$ cat src/rtl/alu_exec_unit.sv
// Execute-stage ALU with valid/ready handshakes. Logic, add/sub and SLT finish in one cycle;
// shifts iterate one bit per cycle and stall the producer through in_ready.
module alu_exec_unit #(
  parameter int unsigned WIDTH = 32,
  parameter int unsigned SHW   = 5
) (
  input  logic             clk,
  input  logic             rst_n,
  input  logic             in_valid,
  output logic             in_ready,
  input  logic [3:0]       alu_ctrl,
  input  logic [WIDTH-1:0] op_a,
  input  logic [WIDTH-1:0] op_b,
  output logic             out_valid,
  input  logic             out_ready,
  output logic [WIDTH-1:0] result,
  output logic             zero,
  output logic             err
);

  typedef enum logic [1:0] {StIdle, StBusy, StHold} state_e;

  state_e           state;
  logic [WIDTH-1:0] sh_val;
  logic [SHW-1:0]   sh_cnt;
  logic             sh_left;
  logic             sh_arith;

  logic             accept;
  logic             is_shift;
  logic [SHW-1:0]   shamt;
  logic [WIDTH-1:0] alu_res;
  logic             alu_err;
  logic [WIDTH-1:0] sh_next;

  assign in_ready = (state == StIdle) || ((state == StHold) && out_ready);
  assign accept   = in_valid && in_ready;
  assign shamt    = op_b[SHW-1:0];
  assign is_shift = (alu_ctrl == 4'b0100) || (alu_ctrl == 4'b0101) || (alu_ctrl == 4'b1000);

  // Shift codes yield op_a here; only the zero-amount case uses this path.
  always_comb begin
    alu_res = '0;
    alu_err = 1'b0;
    case (alu_ctrl)
      4'b0000: alu_res = op_a & op_b;
      4'b0001: alu_res = op_a | op_b;
      4'b0010: alu_res = op_a + op_b;
      4'b0110: alu_res = op_a - op_b;
      4'b0011: alu_res = op_a ^ op_b;
      4'b0111: alu_res = {{(WIDTH-1){1'b0}}, ($signed(op_a) < $signed(op_b))};
      4'b0100, 4'b0101, 4'b1000: alu_res = op_a;
      default: alu_err = 1'b1;
    endcase
  end

  always_comb begin
    if (sh_left) sh_next = {sh_val[WIDTH-2:0], 1'b0};
    else         sh_next = {sh_arith & sh_val[WIDTH-1], sh_val[WIDTH-1:1]};
  end

  always_ff @(posedge clk or negedge rst_n) begin
    if (!rst_n) begin
      state     <= StIdle;
      out_valid <= 1'b0;
      result    <= '0;
      zero      <= 1'b0;
      err       <= 1'b0;
      sh_val    <= '0;
      sh_cnt    <= '0;
      sh_left   <= 1'b0;
      sh_arith  <= 1'b0;
    end else begin
      case (state)
        StIdle, StHold: begin
          if (accept) begin
            if (is_shift && (shamt != '0)) begin
              sh_val    <= op_a;
              sh_cnt    <= shamt;
              sh_left   <= (alu_ctrl == 4'b0100);
              sh_arith  <= (alu_ctrl == 4'b1000);
              state     <= StBusy;
              out_valid <= 1'b0;
            end else begin
              result    <= alu_res;
              zero      <= (alu_res == '0);
              err       <= alu_err;
              state     <= StHold;
              out_valid <= 1'b1;
            end
          end else if ((state == StHold) && out_ready) begin
            state     <= StIdle;
            out_valid <= 1'b0;
          end
        end
        StBusy: begin
          sh_val <= sh_next;
          sh_cnt <= sh_cnt - 1'b1;
          if (sh_cnt == SHW'(1)) begin
            result    <= sh_next;
            zero      <= (sh_next == '0);
            err       <= 1'b0;
            state     <= StHold;
            out_valid <= 1'b1;
          end
        end
        default: begin
          state     <= StIdle;
          out_valid <= 1'b0;
        end
      endcase
    end
  end

endmodule

$ cat config.mk
export PLATFORM = sky130hd
export DESIGN_NAME = alu_exec_unit
export DESIGN_NICKNAME = d
export VERILOG_FILES = /design/src/rtl/alu_exec_unit.sv
export SDC_FILE = /design/constraint.sdc
export NUM_CORES = 1
export LEC_CHECK = 0
export ABC_AREA = 1
export CAP_MARGIN = 30
export CELL_PAD_IN_SITES_DETAIL_PLACEMENT = 1
export CELL_PAD_IN_SITES_GLOBAL_PLACEMENT = 1
export CORE_MARGIN = 4
export CORE_UTILIZATION = 40
export CTS_CLUSTER_DIAMETER = 60
export DETAILED_ROUTE_END_ITERATION = 10
export PLACE_DENSITY = 0.89
export SETUP_SLACK_MARGIN = 0.4
export SLEW_MARGIN = 10
export SYNTH_ARGS = -nofsm -noshare
export SYNTH_HDL_FRONTEND = slang
export SYNTH_SLANG_ARGS = --single-unit
$ cat constraint.sdc
create_clock -name clk -period 4.2 [get_ports clk]
set_input_delay 1.05 -clock clk [delete_from_list [all_inputs] [get_ports clk]]
set_output_delay 1.05 -clock clk [all_outputs]
set_load 0.02 [all_outputs]
==> Yosys cells after proc, flatten, opt, wreduce, memory -nomap -nowiden <==
Cells that the tools add are included.
{ "classes": {"n_addsub": 3, "order_cmp": 1, "n_eq_ne": 16, "n_mux": 31, "bitwise_logic": 4, "n_reduce_logical": 19} }
{ "op_table": {"columns": ["operator", "n"], "rows": [
  ["$pmux 32 s7", 1],
  ["$mux 32", 6],
  ["$pmux 32 s2", 2],
  ["$logic_not 32->1", 2],
  ["$add 32x32->32", 1],
  ["$and 32x32->32", 1],
  ["$lt 32x32->1", 1],
  ["$or 32x32->32", 1],
  ["$sub 32x32->32", 1],
  ["$xor 32x32->32", 1],
  ["$eq 4x3->1 const B", 4],
  ["$mux 1", 11],
  ["$mux 5", 2],
  ["$pmux 5 s2", 1],
  ["$reduce_or 9->1", 1],
  ["$eq 4x2->1 const B", 2],
  ["$mux 2", 4],
  ["$ne 2x2->1 const B", 4],
  ["$pmux 1 s2", 3],
  ["$reduce_and 3->1", 2],
  ["$eq 5x1->1 const B", 1],
  ["$reduce_bool 5->1", 1],
  ["$sub 5x1->5 const B", 1],
  ["$eq 4x1->1 const B", 1],
  ["other kinds (15)", 19]
]} }
{ "totals": {"regBits": 76, "inputBits": 72, "output_inout_bits": 36, "wordCells": 83} }

==> Longest topological paths before layout <==
{ "logic_depth": {"ltp_word": 7, "ltp_mapped": 20, "mapped_depth_nobuf": 20} }

==> Worst setup path after synthesis <==
Ideal clock, no wire load.
{ "synth_path": {"path_type": "input -> register", "start": "in op_a[0]", "end": "reg zero", "setup_ns": 0.077, "t_arrival_ns": 2.952, "t_required_ns": 4.123, "path_slack_ns": 1.170, "path_stages": 20, "path_buffers": 0, "path_cell_list": "ha_1 inv_1 fa_1 inv_1 nand3_1 nand3_1 nand2_1 nand2_1 nand2_1 nand2_1 nand2_1 nand2_1 nand2_1 nand3_1 nand3_1 nor2_1 nand2_1 nor2_1 nand2_1 a21oi_1"} }
{ "synth_between": {"elab_chain_len": 6, "elab_cells_between_ends": 11, "classes_between": "2 x add/sub; 1 x order compare; 4 x mux; 3 x bitwise; 1 x reduce/logical"} }
{ "synth_rtl": {"columns": ["element", "line", "rtl"], "rows": [
  ["start, declared", "12", "input logic [WIDTH-1:0] op_a,"],
  ["$sub 32x32->32 (tied with other cells)", "49", "4'b0110: alu_res = op_a - op_b;"],
  ["$pmux 32 s7 (*)", "45", "case (alu_ctrl)"],
  ["$logic_not 32->1 (*)", "86", "zero <= (alu_res == '0);"],
  ["$mux 1 (*)", "77", "if (is_shift && (shamt != '0)) begin"],
  ["$mux 1 (*)", "76", "if (accept) begin"],
  ["$pmux 1 s2 (*)", "74", "case (state)"],
  ["end signal, assigned", "86", null],
  ["end signal, assigned", "101", "zero <= (sh_next == '0);"],
  ["end, declared", "17", "output logic zero,"]
]} }
Mark *: on every way between the ends. The rest lies on a longest branch, timed or not. The select of a mux whose other input is x is not followed.
A chain may end at the register's enable or synchronous reset.

==> Final worst setup path <==
{ "layout_path": {"start": "in op_a[19]", "end": "reg zero"} }
Same word-level chain as after synthesis.

==> results.toml <==
[synthesis]
synthSimpleGateAreaFrac_pct = 39.7
synthAdderAreaFrac_pct = 13.2
synth_flop_cell = "dfrtp_1"
synth_area_leaders = "nand2_1, dfrtp_1, ha_1"
synth-compound-area-share_pct = 14.2
synth_top_area_share_pct = 20.2
muxShareOfSynthArea_pct = 0
synth_top_family_by_area = "simple AND/OR/NAND/NOR gates"
synth_top_cell_by_area = "nand2_1"
avgSynthCellArea_um2 = 5.78
ys_seq_area_share_pct = 17.4
synth_edf_count = 0
ys_types = 41
ys.warnings.count = 0
synth_xor_area_share_pct = 0.244
synth_cells = 1862
syn_area_um2 = 10800
ys_ff_latch = 75
async_reset_ff_share_pct = 100
synth_fp_nets = 2046

[setup_path]
crit_type = "in -> reg"
cpPeakStageDelay_ns = 0.53
critical_path.top_delay_family = "simple AND/OR/NAND/NOR gates"
cp_slowest_cell = "clkdlybuf4s50_1"
cp-end-kind = "flip-flop"
crit_arrival_ns = 4.00
critical_path.max_fanout = 9
cp.required_ns = 4.46
cp_num_buf_inv = 3
crit_path_start_kind = "input pin"
crit_chain = "clkdlybuf4s50_1, inv_1, ha_2, nand2_1, nor2_1, inv_1, nor2_1, nand4_1, nand3_1, nand2_1, nand3_1, nand3_1, nor2_1, nand3_1, nor2_1, nand2_1, a21oi_1"

[global_route]
grt_busiest_layer = "met2"
grt_pass1_vias = 13744
use_met3_pct = 6.88
gr-usage-all-layers_pct = 34.2
antenna_found_initial = 0
use_met1_pct = 45.1
grt_max_degree = 76
grt_overflow_total = 0
grt_pass1_wl_um = 78000
grt_util_met2_pct = 56.2

[power]
clock_power_share_pct = 17.7
pwr-share-comb_pct = 58.0
p_seq_share_pct = 24.3
powerDensity_nw_per_um2 = 402
p_sw_uw = 2550
leakagePower_uw = 0.00711
switching_share_pct = 47.3
cellInternalPower_uw = 2850
vdd_drop_max_mv = 0.227

[timing]
worst_pin_slew_ns = 0.649
tns_ns = 0
slew_viol_final = 0
fin_worst_skew_ns = 0.00840
relSlewSlack_pct = 56.7
rsz0062_at_grt = "true"
fmax_mhz = 268
whs_ns = 0.478
period_share_pct = 88.9
finalHoldViolations = 0
finalSetupViolCount = 0
finalCriticalPeriod_ns = 3.73

[detailed_routing]
route.detailed.drc = 0
postRouteAntennaNets = 0
wire_per_inst_um = 22.0
firstDrtPassIters = 5
drt-total-wl_um = 52000
via_count = 13696
avgViaCountPerCell = 5.79
drt-initial-drc-count = 1411

[placement]
place.gp.congestion = 1.01
placed_area_um2 = 12800
numPortBuffers = 107
hpwlAfterDp_um = 41800

[clock_tree]
cts_tree = "yes"
ctsHtreeMaxLevel = 3
cts.sinks = 75
insertion_delay_ns = 0.34
numCtsBuffers = 9
clockBufferDepth = 2
clkTransAtPathRegs_ns = 0.06
clock-root-buffer = "clkbuf_16"

[final_layout]
fillCellCount = 3650
drive_gt1_share_pct = 11.3
finalNetCount = 2210
areaGrowthSynthToFinish_pct = 24.8
fin_area_um2 = 13400
n_antenna_cell = 0

[floorplanning]
die_area_um2 = 29600
core_um2 = 26300
die_h_um = 172
io_pins = 108
initial_core_util_pct = 41.0
fp-row-count = 59
die_w_um = 172

[job]
cap_viol_max_count = 0

[status]
status = "complete, no violations"

[hold_path]
hp-class = "reg -> reg"
==> final timing paths <==
kind / start / slack (ns) / end / cells after the start
worst max-delay path: op_a[19] / 0.47 / zero$_DFFE_PN0P_ / 17
worst min-delay path: result[0]$_DFFE_PN0P_ / 0.48 / result[0]$_DFFE_PN0P_ / 2
worst max register to register: state[0]$_DFFE_PN0P_ / 1.62 / sh_val[1]$_DFFE_PN0P_ / 7
worst min register to register: result[0]$_DFFE_PN0P_ / 0.48 / result[0]$_DFFE_PN0P_ / 2
max in group asynchronous: rst_n / 3.06 / sh_val[23]$_DFFE_PN0P_ / 2
min in group asynchronous: rst_n / 0.56 / sh_cnt[4]$_DFFE_PN0P_ / 1
==> synth_stat cells, types with 5 or more instances <==
library cell	n
nand2_1	579
inv_1	323
nand3_1	181
nor2_1	179
ha_1	110
dfrtp_1	75
a21oi_1	65
o21ai_0	60
a31oi_1	30
nand4_1	29
buf_2	28
clkbuf_1	23
o22ai_1	23
o211ai_1	19
nor3_1	18
a221oi_1	16
o311ai_0	12
o21bai_1	11
or2_2	11
buf_6	10
buf_4	9
nor4_1	7
o221ai_1	6
inv_2	5
nor2_2	5
==> cell families (layout without fill, tap and decap cells) <==
group / Yosys count / count (layout)
AOI/OAI and AO/OA: 248 / 248
xor gates and xnor gates: 3 / 3
adders and majority gates: 112 / 112
buffers and inverters: 401 / 570
DFF: 75 / 75
and+or+nand+nor: 1023 / 1023
==> routing by layer <==
layer / part of all wire [%] / up-vias
met5: 0 / -
met3: 8.7 / 126
met2: 46 / 649
met1: 42 / 6653
li1: - / 6268
met4: 3.4 / 0
==> placed cells by master (no fill, tap or decap), types with 3 or more instances in the layout <==
master	count
a211oi_1	4
a21oi_1	60
a21oi_2	4
a221oi_1	16
a31oi_1	30
and2_1	4
buf_12	3
buf_4	115
bufinv_16	4
clkbuf_16	9
clkdlybuf4s50_1	100
dfrtp_1	75
dlymetal6s2s_1	6
ha_1	87
ha_2	16
ha_4	7
inv_1	321
inv_2	7
nand2_1	568
nand2_2	13
nand3_1	173
nand3_2	9
nand4_1	29
nor2_1	163
nor2_2	21
nor3_1	17
nor4_1	6
o211ai_1	19
o21ai_0	59
o21bai_1	10
o221ai_1	6
o22ai_1	23
o311ai_0	12
or2_2	11
==> final cells by class <==
| type | count | area, µm² | area share (%) |
|---|---|---|---|
| tap | 335 | 419 | 3.12 |
| clock buffer | 9 | 225 | 1.68 |
| multi-input combinational | 1386 | 7520 | 55.9 |
| clock inverter | 7 | 140 | 1.04 |
| timing repair buffer | 225 | 2030 | 15.1 |
| sequential | 75 | 1880 | 14.0 |
| inverter | 329 | 1230 | 9.19 |
==> metrics by stage <==
stage	setup WS, ns	power (µW)	std cells	util, %
final	0.465	5400	2366	51.1
after global routing	0.293	5720	2366	51.1
after CTS	0.412	5290	2364	50.0
after detailed placement	-0.0341	4260	2348	48.6
after global placement	0.101	4130	2348	48.6
after floorplan	1.17	3000	1862	-
==> timing repair <==
item                       CTS  global route
pin swaps                    0             4
gates resized for setup      4            74
buffers inserted             0             1
hold buffers                 0             0
setup endpoints to repair    1            22
==> tightest hold or removal path: stages, from the launching register on <==
cell	delay [ns]
dfrtp_1	0.34
nand2_1	0.06
nand2_1	0.05
==> registers in the layout (all words and copies together), names as in the netlist <==
name	count
result	32
zero	1
sh_left	1
sh_val	32
state	1
err	1
out_valid	1
sh_arith	1
sh_cnt	5
==> power by group through the flow <==
stage	combinational, µW	sequential (µW)	clock (µW)
4_1_cts	3030	1300	960
3_3_place_gp	2850	1280	0
6_report	3130	1310	959
3_5_place_dp	2960	1300	0
5_1_grt	3390	1340	991
2_1_floorplan	1560	1450	0
(Power assumes the default switching activity.)
